===== src/rtl/if_id_pkg.sv =====
// Shared types and constants for the IF->ID decoupling queue.
package if_id_pkg;

  localparam int unsigned ADDR_W_DEF = 32;
  localparam int unsigned INST_W_DEF = 32;

  localparam logic [ADDR_W_DEF-1:0] NOP_PC   = '0;
  localparam logic [INST_W_DEF-1:0] NOP_INST = '0;

  typedef struct packed {
    logic [ADDR_W_DEF-1:0] pc;
    logic [INST_W_DEF-1:0] inst;
  } if_id_entry_t;

  // Net queue operation on one edge, after flush/reset are ruled out.
  typedef enum logic [1:0] {
    OP_IDLE = 2'b00,
    OP_PUSH = 2'b01,
    OP_POP  = 2'b10,
    OP_BOTH = 2'b11
  } if_id_op_e;

endpackage


===== src/rtl/if_id_fifo_mem.sv =====
// DEPTH x WIDTH storage: one synchronous write port, one asynchronous read port.
// The array is never reset; which slots hold live data is tracked by the owner.
module if_id_fifo_mem #(
  parameter int unsigned DEPTH = 4,
  parameter int unsigned WIDTH = 64,
  parameter int unsigned AW    = $clog2(DEPTH)
) (
  input  logic             clk_in,
  input  logic             wr_en,
  input  logic [AW-1:0]    wr_addr,
  input  logic [WIDTH-1:0] wr_data,
  input  logic [AW-1:0]    rd_addr,
  output logic [WIDTH-1:0] rd_data
);

  logic [WIDTH-1:0] mem [DEPTH];

  // Write the addressed entry on an enabled edge.
  always_ff @(posedge clk_in) begin
    if (wr_en) mem[wr_addr] <= wr_data;
  end

  assign rd_data = mem[rd_addr];

endmodule


===== src/rtl/if_id_queue.sv =====
// IF->ID decoupling queue: buffers up to DEPTH {pc,inst} pairs, flushes on
// redirect, and presents zero bubbles when empty.
// Optional feature: define IF_ID_BYPASS_EN for a same-cycle IF->ID path
// when the queue is empty.
module if_id_queue
  import if_id_pkg::*;
#(
  parameter int unsigned ADDR_W = ADDR_W_DEF,
  parameter int unsigned INST_W = INST_W_DEF,
  parameter int unsigned DEPTH  = 4
) (
  input  logic              clk_in,
  input  logic              rst_in,
  input  logic              jump_in,
  input  logic              stall_in,
  input  logic              instE_in,
  input  logic [ADDR_W-1:0] pc_in,
  input  logic [INST_W-1:0] inst_in,
  output logic              ready_out,
  output logic              valid_out,
  output logic [ADDR_W-1:0] pc_out,
  output logic [INST_W-1:0] inst_out
);

  localparam int unsigned PW = $clog2(DEPTH);
  localparam int unsigned CW = $clog2(DEPTH) + 1;
  localparam int unsigned EW = ADDR_W + INST_W;

  logic [PW-1:0] head;
  logic [PW-1:0] tail;
  logic [CW-1:0] count;

  logic          empty;
  logic          full;
  logic          bypass;
  logic          push;
  logic          pop;
  logic          eff_push;
  logic          eff_pop;
  logic          wr_en;
  logic [EW-1:0] head_entry;
  if_id_op_e     op;

  assign empty = (count == '0);
  assign full  = (count == CW'(DEPTH));

`ifdef IF_ID_BYPASS_EN
  assign bypass = empty & instE_in & ~jump_in;
`else
  assign bypass = 1'b0;
`endif

  // ready_out depends only on occupancy, never on stall_in.
  assign ready_out = ~full;
  assign valid_out = ~empty | bypass;

  assign push = instE_in & ready_out;
  assign pop  = valid_out & ~stall_in;

  // An empty-queue pop can only be a bypassed entry: it is consumed directly
  // and never enters storage, so neither pointers nor count move.
  assign eff_pop  = pop & ~empty;
  assign eff_push = push & ~(empty & pop);
  assign wr_en    = eff_push & ~rst_in & ~jump_in;

  if_id_fifo_mem #(
    .DEPTH (DEPTH),
    .WIDTH (EW)
  ) u_mem (
    .clk_in  (clk_in),
    .wr_en   (wr_en),
    .wr_addr (tail),
    .wr_data ({pc_in, inst_in}),
    .rd_addr (head),
    .rd_data (head_entry)
  );

  // Classify the edge's queue operation.
  always_comb begin
    op = OP_IDLE;
    unique case ({eff_pop, eff_push})
      2'b01:   op = OP_PUSH;
      2'b10:   op = OP_POP;
      2'b11:   op = OP_BOTH;
      default: op = OP_IDLE;
    endcase
  end

  // Pointer and occupancy update; reset beats redirect beats push/pop.
  always_ff @(posedge clk_in) begin
    if (rst_in || jump_in) begin
      head  <= '0;
      tail  <= '0;
      count <= '0;
    end else begin
      unique case (op)
        OP_PUSH: begin
          tail  <= tail + PW'(1);
          count <= count + CW'(1);
        end
        OP_POP: begin
          head  <= head + PW'(1);
          count <= count - CW'(1);
        end
        OP_BOTH: begin
          head <= head + PW'(1);
          tail <= tail + PW'(1);
        end
        default: ;
      endcase
    end
  end

  // Output mux: head entry, bypassed input, or zero bubble.
  always_comb begin
    pc_out   = ADDR_W'(NOP_PC);
    inst_out = INST_W'(NOP_INST);
    if (!empty) begin
      pc_out   = head_entry[EW-1:INST_W];
      inst_out = head_entry[INST_W-1:0];
    end else if (bypass) begin
      pc_out   = pc_in;
      inst_out = inst_in;
    end
  end

endmodule

===== config.mk =====
export PLATFORM = sky130hd
export DESIGN_NAME = if_id_queue
export DESIGN_NICKNAME = d
export VERILOG_FILES = /design/src/rtl/if_id_pkg.sv /design/src/rtl/if_id_fifo_mem.sv /design/src/rtl/if_id_queue.sv
export SDC_FILE = /design/constraint.sdc
export NUM_CORES = 1
export LEC_CHECK = 0
export ABC_AREA = 1
export BUFFER_PORTS_ARGS = -buffer_cell sky130_fd_sc_hd__buf_2
export CORE_AREA = 2 2 175 177
export DETAILED_ROUTE_END_ITERATION = 16
export DIE_AREA = 0 0 177 179
export PLACE_DENSITY_LB_ADDON = 0.1
export SLEW_MARGIN = 20
export SYNTH_ARGS = -nofsm -noshare
export SYNTH_HDL_FRONTEND = slang
export SYNTH_HIERARCHICAL = 1
export SYNTH_SLANG_ARGS = --single-unit

===== constraint.sdc =====
create_clock -name clk_in -period 8.94 [get_ports clk_in]
set_input_delay 2.682 -clock clk_in [delete_from_list [all_inputs] [get_ports clk_in]]
set_output_delay 2.682 -clock clk_in [all_outputs]
set_load 0.01 [all_outputs]

==> results of run 1 <==
## layout by cell type (no fill, tap or decap), types with 3 or more instances in the layout
cell type  count
buf_2        134
clkinv_1       6
clkbuf_16     29
clkinv_2       6
edfxtp_1     256
bufinv_16      6
nor2_1        70
inv_1        336
nor3_2         4
buf_4          8
nand3_1      133
nand2_1      336
a21oi_1        5
dfxtp_1        5
clkbuf_1       3
## final timing paths
check	startpoint	end	slack [ns]	cells after the start
setup / recovery	head[0]	inst_out[0]	3.11	8
hold / removal	count[0]	count[0]	0.48	1
setup reg to reg	count[0]	u_mem/mem[1][23]	6.69	7
hold reg to reg	count[0]	count[0]	0.48	1
## per-stage QoR
| step | instances | power (mW) | hold WS, ns | instance area [µm²] | setup slack (ns) |
|---|---|---|---|---|---|
| global route | 1746 | 2.852 | 0.5071 | 13630 | 2.830 |
| finish | 1748 | 2.744 | 0.4841 | 13640 | 3.111 |
| global placement | 1695 | 1.553 | 0.4737 | 12650 | 3.562 |
| floorplan | 1204 | 1.491 | 0.4538 | 11700 | 0.8798 |
| detailed placement | 1695 | 1.555 | 0.4718 | 12650 | 3.548 |
| CTS | 1746 | 2.781 | 0.4864 | 13630 | 2.974 |
## critical path: cells and delay by family, from the launching register on
| family | cells | cell delay, ns |
|---|---|---|
| and+or+nand+nor | 4 | 0.49 |
| DFF | 1 | 0.89 |
| buffers and inverters | 4 | 1.21 |
## synthesized netlist by cell type, drive strengths merged
library cell | instances | area [µm²]
a21oi | 5 | 25.02
nor2 | 71 | 269.0
o21ai | 2 | 10.01
nand3 | 133 | 665.6
ha | 1 | 12.51
edfxtp | 256 | 7687
buf | 43 | 285.3
nor3 | 4 | 20.02
dfxtp | 7 | 140.1
clkbuf | 4 | 15.01
nand2 | 338 | 1274
fa | 1 | 20.02
inv | 339 | 1275
## area by class of cell
type	instances	area [µm²]	share of cell area, %
Antenna cell	2	5.005	0.03670
Clock buffer	32	737.0	5.404
Clock inverter	19	240.2	1.762
Inverter	339	1277	9.368
Multi-Input combinational cell	555	2316	16.98
Sequential cell	263	7835	57.45
Tap cell	396	495.5	3.633
Timing Repair Buffer	142	730.7	5.358
## per-layer routing
metal	global-route usage (%)	vias up
met4	4.408	6
met1	20.42	3482
li1	-	3914
met5	0	-
met3	3.287	46
met2	27.55	150
## registers in the layout, indices dropped and copies added (netlist names)
signal / cells
u_mem/mem: 256
count: 3
head: 2
tail: 2
## report_power, final
part	internal (mW)	switching [mW]
Combinational	0.0497	0.102
Sequential	1.37	0.00719
Clock	0.760	0.459
## cells by family (layout without fill, tap and decap cells)
group | Yosys count | after routing | share of synthesized area, %
DFF | 263 | 263 | 66.91
AOI/OAI and AO/OA | 7 | 7 | 0.2994
other | 0 | 2 | 0
and+or+nand+nor | 546 | 546 | 19.05
buffers and inverters | 386 | 532 | 13.47
adders and majority gates | 2 | 2 | 0.2781
==> reports/results.txt, run 1 <==
Required time worst endpoint: 6.26 ns
Initial DRC Count: 425
Via count: 7598
WP data arrival: 3.15 ns
Worst-Skew Late Latency: 0.52 ns
Largest net degree at the start of global routing: 75
CTS Buf Count: 29
Drt first pass iters: 6
Post-synthesis register bit count: 263
Core Region: 30030 µm²
Final setup vio count: 0
Yosys warns: 6
Worst path cell trace: inv_4 -> buf_4 -> nand2_1 -> nand3_1 -> nand2_1 -> inv_1 -> nor2_1 -> buf_2
Total global routing overflow: 0
Post-Route WL: 24.85 mm
ANT nets after route: 0
Slew HR: 29.31%
Layout Skew: 0.006399 ns
PortBufs: 134
Top sig layer: met5
Critical Path Most Common Cell: nand2_1
Initial antenna violation count: 6
Effective utilization at floorplan: 38.96%
Power Density: 201.2 nW/µm²
Wire length on met2: 11.82 mm
Fin util: 45.41%
CP max FO: 74
Final min period: 5.829 ns
Vias in the first global route: 7252
Status: complete, no violations
Post-synthesis cell area: 11700 µm²
Worst setup EP type: output port
Post-CTS Setup Inserts: 0
WS Path Type: reg -> out
Post_cts resized: 0
DRC: 0
Final Wtd Congestion: 0.7342
Slowest CP cell: dfxtp_4
Met1 wire length: 11.16 mm
Synth cell types: 20
Max-Cap Viols: 0
Clk sinks: 263
Worst Max-Slew Pin Slew: 1.060 ns
Vias per std cell: 4.347
Die W: 177 µm
Synth Area per Inst: 9.717 µm²
Met3 Wirelength: 1.254 mm
Lkg Pwr: 6.540 nW
Nets: 1401
Row count: 64
Routed WL per cell: 14.22 µm
Maximum root-to-sink buffer count: 3
Tot GR Track Use: 15.97%
Die ar.: 31680 µm²
Root Driver: clkbuf_16
CTS tree: done
Final Hold Viols: 0
Gate Count Post-Synth: 1204
Crit-path max cell delay: 0.89 ns
CTS clk-pin slew, worst paths: 0.06 ns
First-pass GRT wire length: 39.41 mm
Syn Nets: 1275
Peak Freq: 171.6 MHz
Critical path launch point type: flop
DPL Wire Length: 13.34 mm
Setup TNS: 0 ns
FILL cells: 2904
Hold Path Class: reg -> reg
Final Max Slew Viols: 0
Die height: 179 µm
Unrepaired setup endpoints after global routing: false
Post-synthesis sequential area ratio: 66.91%
Worst vdd ir: 0.1146 mV
Hold-fix buffers at CTS: 0
Layout cells sized above 1: 14.52%
I/O pin cnt: 135
Tcrit/Tclk final: 65.20%
Area Overhead vs Synth: 16.57%
CTS HTree Levels: 1
(Power assumes the default switching activity.)
==> inputs of run 2 (changes only) <==
Clock period 8.94 ns to 6 ns, I/O delays scaled along.
==> run 2 against run 1 <==
Sequential power rose by 49%; hold slack better by 0.010 ns; clock skew is 0.00068 ns higher; critical endpoint is now pc_out[26]; highest routed layer unchanged; sequential cell count is the same; critical path depth decreased by 1; largest power group unchanged; design area is essentially flat.
==> reports/results.txt, run 2 (synthesis results as in run 1) <==
Most flops, register: u_mem/mem
Maximum root-to-sink buffer count: 3
Lkg Pwr: 6.541 nW
Initial antenna violation count: 8
Largest regs: u_mem/mem x256, count x3
WP data arrival: 2.78 ns
Slowest CP cell: buf_4
PortBufs: 134
Via count: 7659
Status: complete, no violations
Tot GR Track Use: 15.97%
Critical Path Most Common Cell: nand2_1
Setup TNS: 0 ns
Largest net degree at the start of global routing: 93
CTS Buf Count: 30
Vias in the first global route: 7279
Tcrit/Tclk final: 76.28%
Most frequent cells in the layout: inv_1, nand2_1, edfxtp_1
Nets: 1406
Dpl ws: 1.926 ns
DPL Wire Length: 13.27 mm
Layout cells sized above 1: 14.65%
Worst Max-Slew Pin Slew: 1.076 ns
Unrepaired setup endpoints after global routing: false
Final min period: 4.577 ns
Effective utilization at floorplan: 38.96%
Area post-placement: 12700 µm²
Top delay family on crit path: buffers and inverters
Final setup vio count: 0
CTS clk-pin slew, worst paths: 0.05 ns
Area Overhead vs Synth: 16.59%
Root Driver: clkbuf_16
Post-CTS Setup Inserts: 0
Clk sinks: 263
Worst path cell trace: buf_4 -> nand2_1 -> nand3_1 -> nand2_1 -> inv_1 -> nor2_1 -> buf_2
Power Density: 292.5 nW/µm²
Peak Freq: 218.5 MHz
Critical path launch point type: flop
Drt first pass iters: 4
Max-Cap Viols: 0
I/O pin cnt: 135
Post_cts resized: 0
Final Wtd Congestion: 0.7170
ANT nets after route: 0
Final Power: 3.989 mW
Layout Skew: 0.007080 ns
Final Hold Viols: 0
Total global routing overflow: 0
Final cell count without fillers: 1757
Worst hold slack: 0.4941 ns
Die W: 177 µm
DRC: 0
Initial DRC Count: 402
Worst setup EP type: output port
Max reg flops: 256
First-pass GRT wire length: 39.21 mm
Die height: 179 µm
Row count: 64
WS Path Type: reg -> out
Final WS setup: 1.423 ns
Hold Path Class: reg -> reg
Buf+Inv Stages, Crit Path: 3
CP max FO: 92
Dpl cells: 1699
Vias per std cell: 4.359
Fin util: 45.42%
Slew HR: 28.27%
CTS HTree Levels: 1
Final Max Slew Viols: 0
Core Region: 30030 µm²
Design Area, Final: 13640 µm²
Die ar.: 31680 µm²
Crit-path max cell delay: 0.91 ns
Worst-Skew Late Latency: 0.54 ns
Hold-fix buffers at CTS: 0
Required time worst endpoint: 4.20 ns
Post-Route WL: 24.73 mm
Routed WL per cell: 14.08 µm
Worst vdd ir: 0.2052 mV
CTS tree: done
[run 2: cell type report]
class / count / area, µm²
diodes: 3 / 7.507
inverters: 339 / 1277
fillers: 2878 / 16390
well taps: 396 / 495.5
clock inverters: 18 / 136.4
repair buffers: 146 / 773.2
clock buffers: 37 / 798.3
multi-input cells: 555 / 2316
flip-flops and latches: 263 / 7835
[run 2: worst paths after layout]
kind	from	end	slack, ns	cells after the start
worst max-delay path	head[0]	pc_out[26]	1.42	7
worst min-delay path	count[0]	count[0]	0.49	1
worst max register to register	count[0]	u_mem/mem[3][30]	3.77	7
worst min register to register	count[0]	count[0]	0.49	1
[run 2: worst reg2reg max path, delay by kind of cell (launching register included)]
kind	cells	cell delay, ns
buffers and inverters	2	0.89
flip-flops	1	0.37
AND/OR/NAND/NOR	5	0.51
[run 2: report_power, final]
part / internal, mW / total, mW / switching [mW] / leakage [nW]
registers: 2.04 / 2.04 / 0.00790 / 2.37
clock network: 1.02 / 1.72 / 0.696 / 0.458
logic: 0.0749 / 0.228 / 0.153 / 3.71
total: 3.13 / 3.99 / 0.857 / 6.54
[run 2: metal layers]
layer / GRT usage [%] / up-vias / part of all wire [%]
li1: - / 3929 / -
met1: 20.26 / 3544 / 45
met2: 27.72 / 139 / 48
met3: 3.478 / 39 / 5.0
met4: 4.063 / 8 / 1.9
met5: 0 / - / 0.20
==> inputs of run 3 (changes only) <==
Settings changed: ABC_AREA 1 to 0, CORE_AREA 2 2 175 177 to 2 2 163 165, DIE_AREA 0 0 177 179 to 0 0 165 167.
Clock period 6 ns to 4.3 ns, I/O delays scaled along.
==> run 3 against run 2 <==
Critical path depth shrank 3; cell count shrank 45%; area after synthesis shrank 13%; sequential power grew 40%; critical path type unchanged; critical endpoint is now pc_out[15].
==> reports/results.txt, run 3 <==
Status: complete, no violations
Syn Nets: 525
Hold path endpoint: count[2]
Via count: 4826
Final Wtd Congestion: 0.6582
Area Overhead vs Synth: 17.74%
Maximum root-to-sink buffer count: 3
Tot GR Track Use: 14.88%
Worst setup EP type: output port
CTS Buf Count: 27
Tcrit/Tclk final: 87.27%
Design Area, Final: 11980 µm²
Synth Area per Inst: 22.42 µm²
Lkg Pwr: 4.056 nW
Worst Min Path Start: count[2]
Final min period: 3.753 ns
First-pass GRT wire length: 30.59 mm
Number of synthesized flops with an enable pin: 256
Post-Route WL: 19.93 mm
R2R Setup Slk: 1.84 ns
Clk sinks: 263
Gate Count Post-Synth: 454
Post-CTS Setup Inserts: 0
Worst Reg-to-Reg Cells: 9
Die height: 167 µm
Slowest CP cell: dfxtp_4
Layout Skew: 0.008417 ns
Total global routing overflow: 0
Routed WL per cell: 20.59 µm
Area post-placement: 11210 µm²
Final Power: 5.117 mW
Top delay family on crit path: flip-flops
Synth top area cells: edfxtp_1, mux4_2, and2_1
Vias in the first global route: 5263
WS Path Type: reg -> out
CP max FO: 22
Buf+Inv Stages, Crit Path: 2
Most flops, register: u_mem/mem
Post-synthesis register bit count: 263
Crit-path max cell delay: 0.65 ns
Max-Cap Viols: 0
Die W: 165 µm
Drt first pass iters: 4
Largest net degree at the start of global routing: 36
DPL Wire Length: 12.10 mm
Final Max Slew Viols: 0
Layout cells sized above 1: 39.78%
Unrepaired setup endpoints after global routing: false
Max reg flops: 256
Nets: 680
Worst-Skew Late Latency: 0.52 ns
Most common cell after layout, fill and taps aside: edfxtp_1
CTS clk-pin slew, worst paths: 0.06 ns
FILL cells: 2231
Row count: 59
Post_cts resized: 0
Worst vdd ir: 0.2606 mV
Post-synthesis cell area: 10180 µm²
Synth top area share: 75.53%
Slew HR: 62.07%
Power Density: 427.0 nW/µm²
Hold-fix buffers at CTS: 0
Post-synthesis sequential area ratio: 76.90%
Ys async rst share: 0%
PortBufs: 134
Reg-to-Reg Start: count[2]
CTS HTree Levels: 1
DRC: 0
Largest regs: u_mem/mem x256, count x3
Setup TNS: 0 ns
I/O pin cnt: 135
Critical path launch point type: flop
Die ar.: 27560 µm²
Root Driver: clkbuf_16
Worst Max-Slew Pin Slew: 0.5689 ns
Core Region: 25760 µm²
Initial DRC Count: 334
Worst hold slack: 0.5408 ns
Fin util: 46.52%
Peak Freq: 266.5 MHz
Most frequent cells in the layout: edfxtp_1, buf_2, and2_1
WP data arrival: 2.46 ns
Cell taking the most area after synthesis: edfxtp_1
Required time worst endpoint: 3.01 ns
ANT nets after route: 0
Post-synth top cells: edfxtp_1, and2_1, mux4_2
Synth cell types: 26
Hold Path Class: reg -> reg
Vias per std cell: 4.986
Initial antenna violation count: 6
Hold path cells: 2
Yosys warns: 6
Final setup vio count: 0
Final Hold Viols: 0
Worst path cell trace: buf_4 -> mux4_2 -> and2_1 -> buf_2
Effective utilization at floorplan: 39.51%
Top_reg_cell synth: edfxtp_1
CTS tree: done
FF-to-FF End: count[2]
Count leader, synth: edfxtp_1
==> run 3: cell count changes in the layout (fill, tap and decap cells not counted), sizes merged, moves of 5 or more <==
cell / before / now
nor2: 71 / 5
and2: 0 / 64
inv: 340 / 6
or3: 0 / 5
mux4: 0 / 64
nand2: 338 / 2
nand3: 133 / 0
==> run 3: cell families after synthesis <==
logic type | Yosys count | share of synthesized area, %
DFF | 263 | 76.90
and+or+nand+nor | 84 | 5.163
muxes | 64 | 14.31
buffers and inverters | 28 | 2.594
AOI/OAI and AO/OA | 11 | 0.5408
xor gates and xnor gates | 2 | 0.1721
adders and majority gates | 2 | 0.3196
==> run 3: stage by stage <==
stage          setup slack (ns)  instances
6_report                 0.5472        968
4_1_cts                  0.4568        961
3_5_place_dp              1.028        915
3_3_place_gp              1.016        915
5_1_grt                  0.3621        963
2_1_floorplan            0.2941        454
==> run 3: where the power goes <==
group | internal (mW) | switching (mW)
Sequential | 2.84 | 0.0109
Combinational | 0.109 | 0.134
Clock | 1.14 | 0.887
Total | 4.09 | 1.03
==> run 3: worst max path at each step <==
stage               slack, ns  cells after the start               to  startpoint
global route             0.36                      4       pc_out[15]     head[0]
CTS                      0.46                      4       pc_out[15]     head[0]
finish                   0.55                      4       pc_out[15]     head[0]
floorplan                0.29                      4  u_mem/mem[0][0]      rst_in
global placement         1.02                      4       pc_out[15]     head[0]
detailed placement       1.03                      4       pc_out[26]     head[0]
==> run 3: tightest hold or removal path: cells and delay by family, from the launching register on <==
kind / cells / cell delay, ns
compound gates: 2 / 0.15
flops: 1 / 0.34
==> run 3: metal layers <==
layer  GRT usage, %  part of all wire, %  up-vias
li1               -                    -     2160
met3          3.288                  5.6       42
met4          5.293                  3.1        2
met2          24.66                   49      124
met1          19.33                   42     2498
met5              0                0.035        -
==> run 3: area by class of cell <==
type	count	area, µm²	area share [%]
sequential	263	7835	65.38
multi-input combinational	163	2111	17.61
timing repair buffer	148	825.8	6.891
clock buffer	33	698.2	5.826
tap	335	419.2	3.498
clock inverter	13	55.05	0.4594
inverter	6	22.52	0.1879
antenna	7	17.52	0.1462
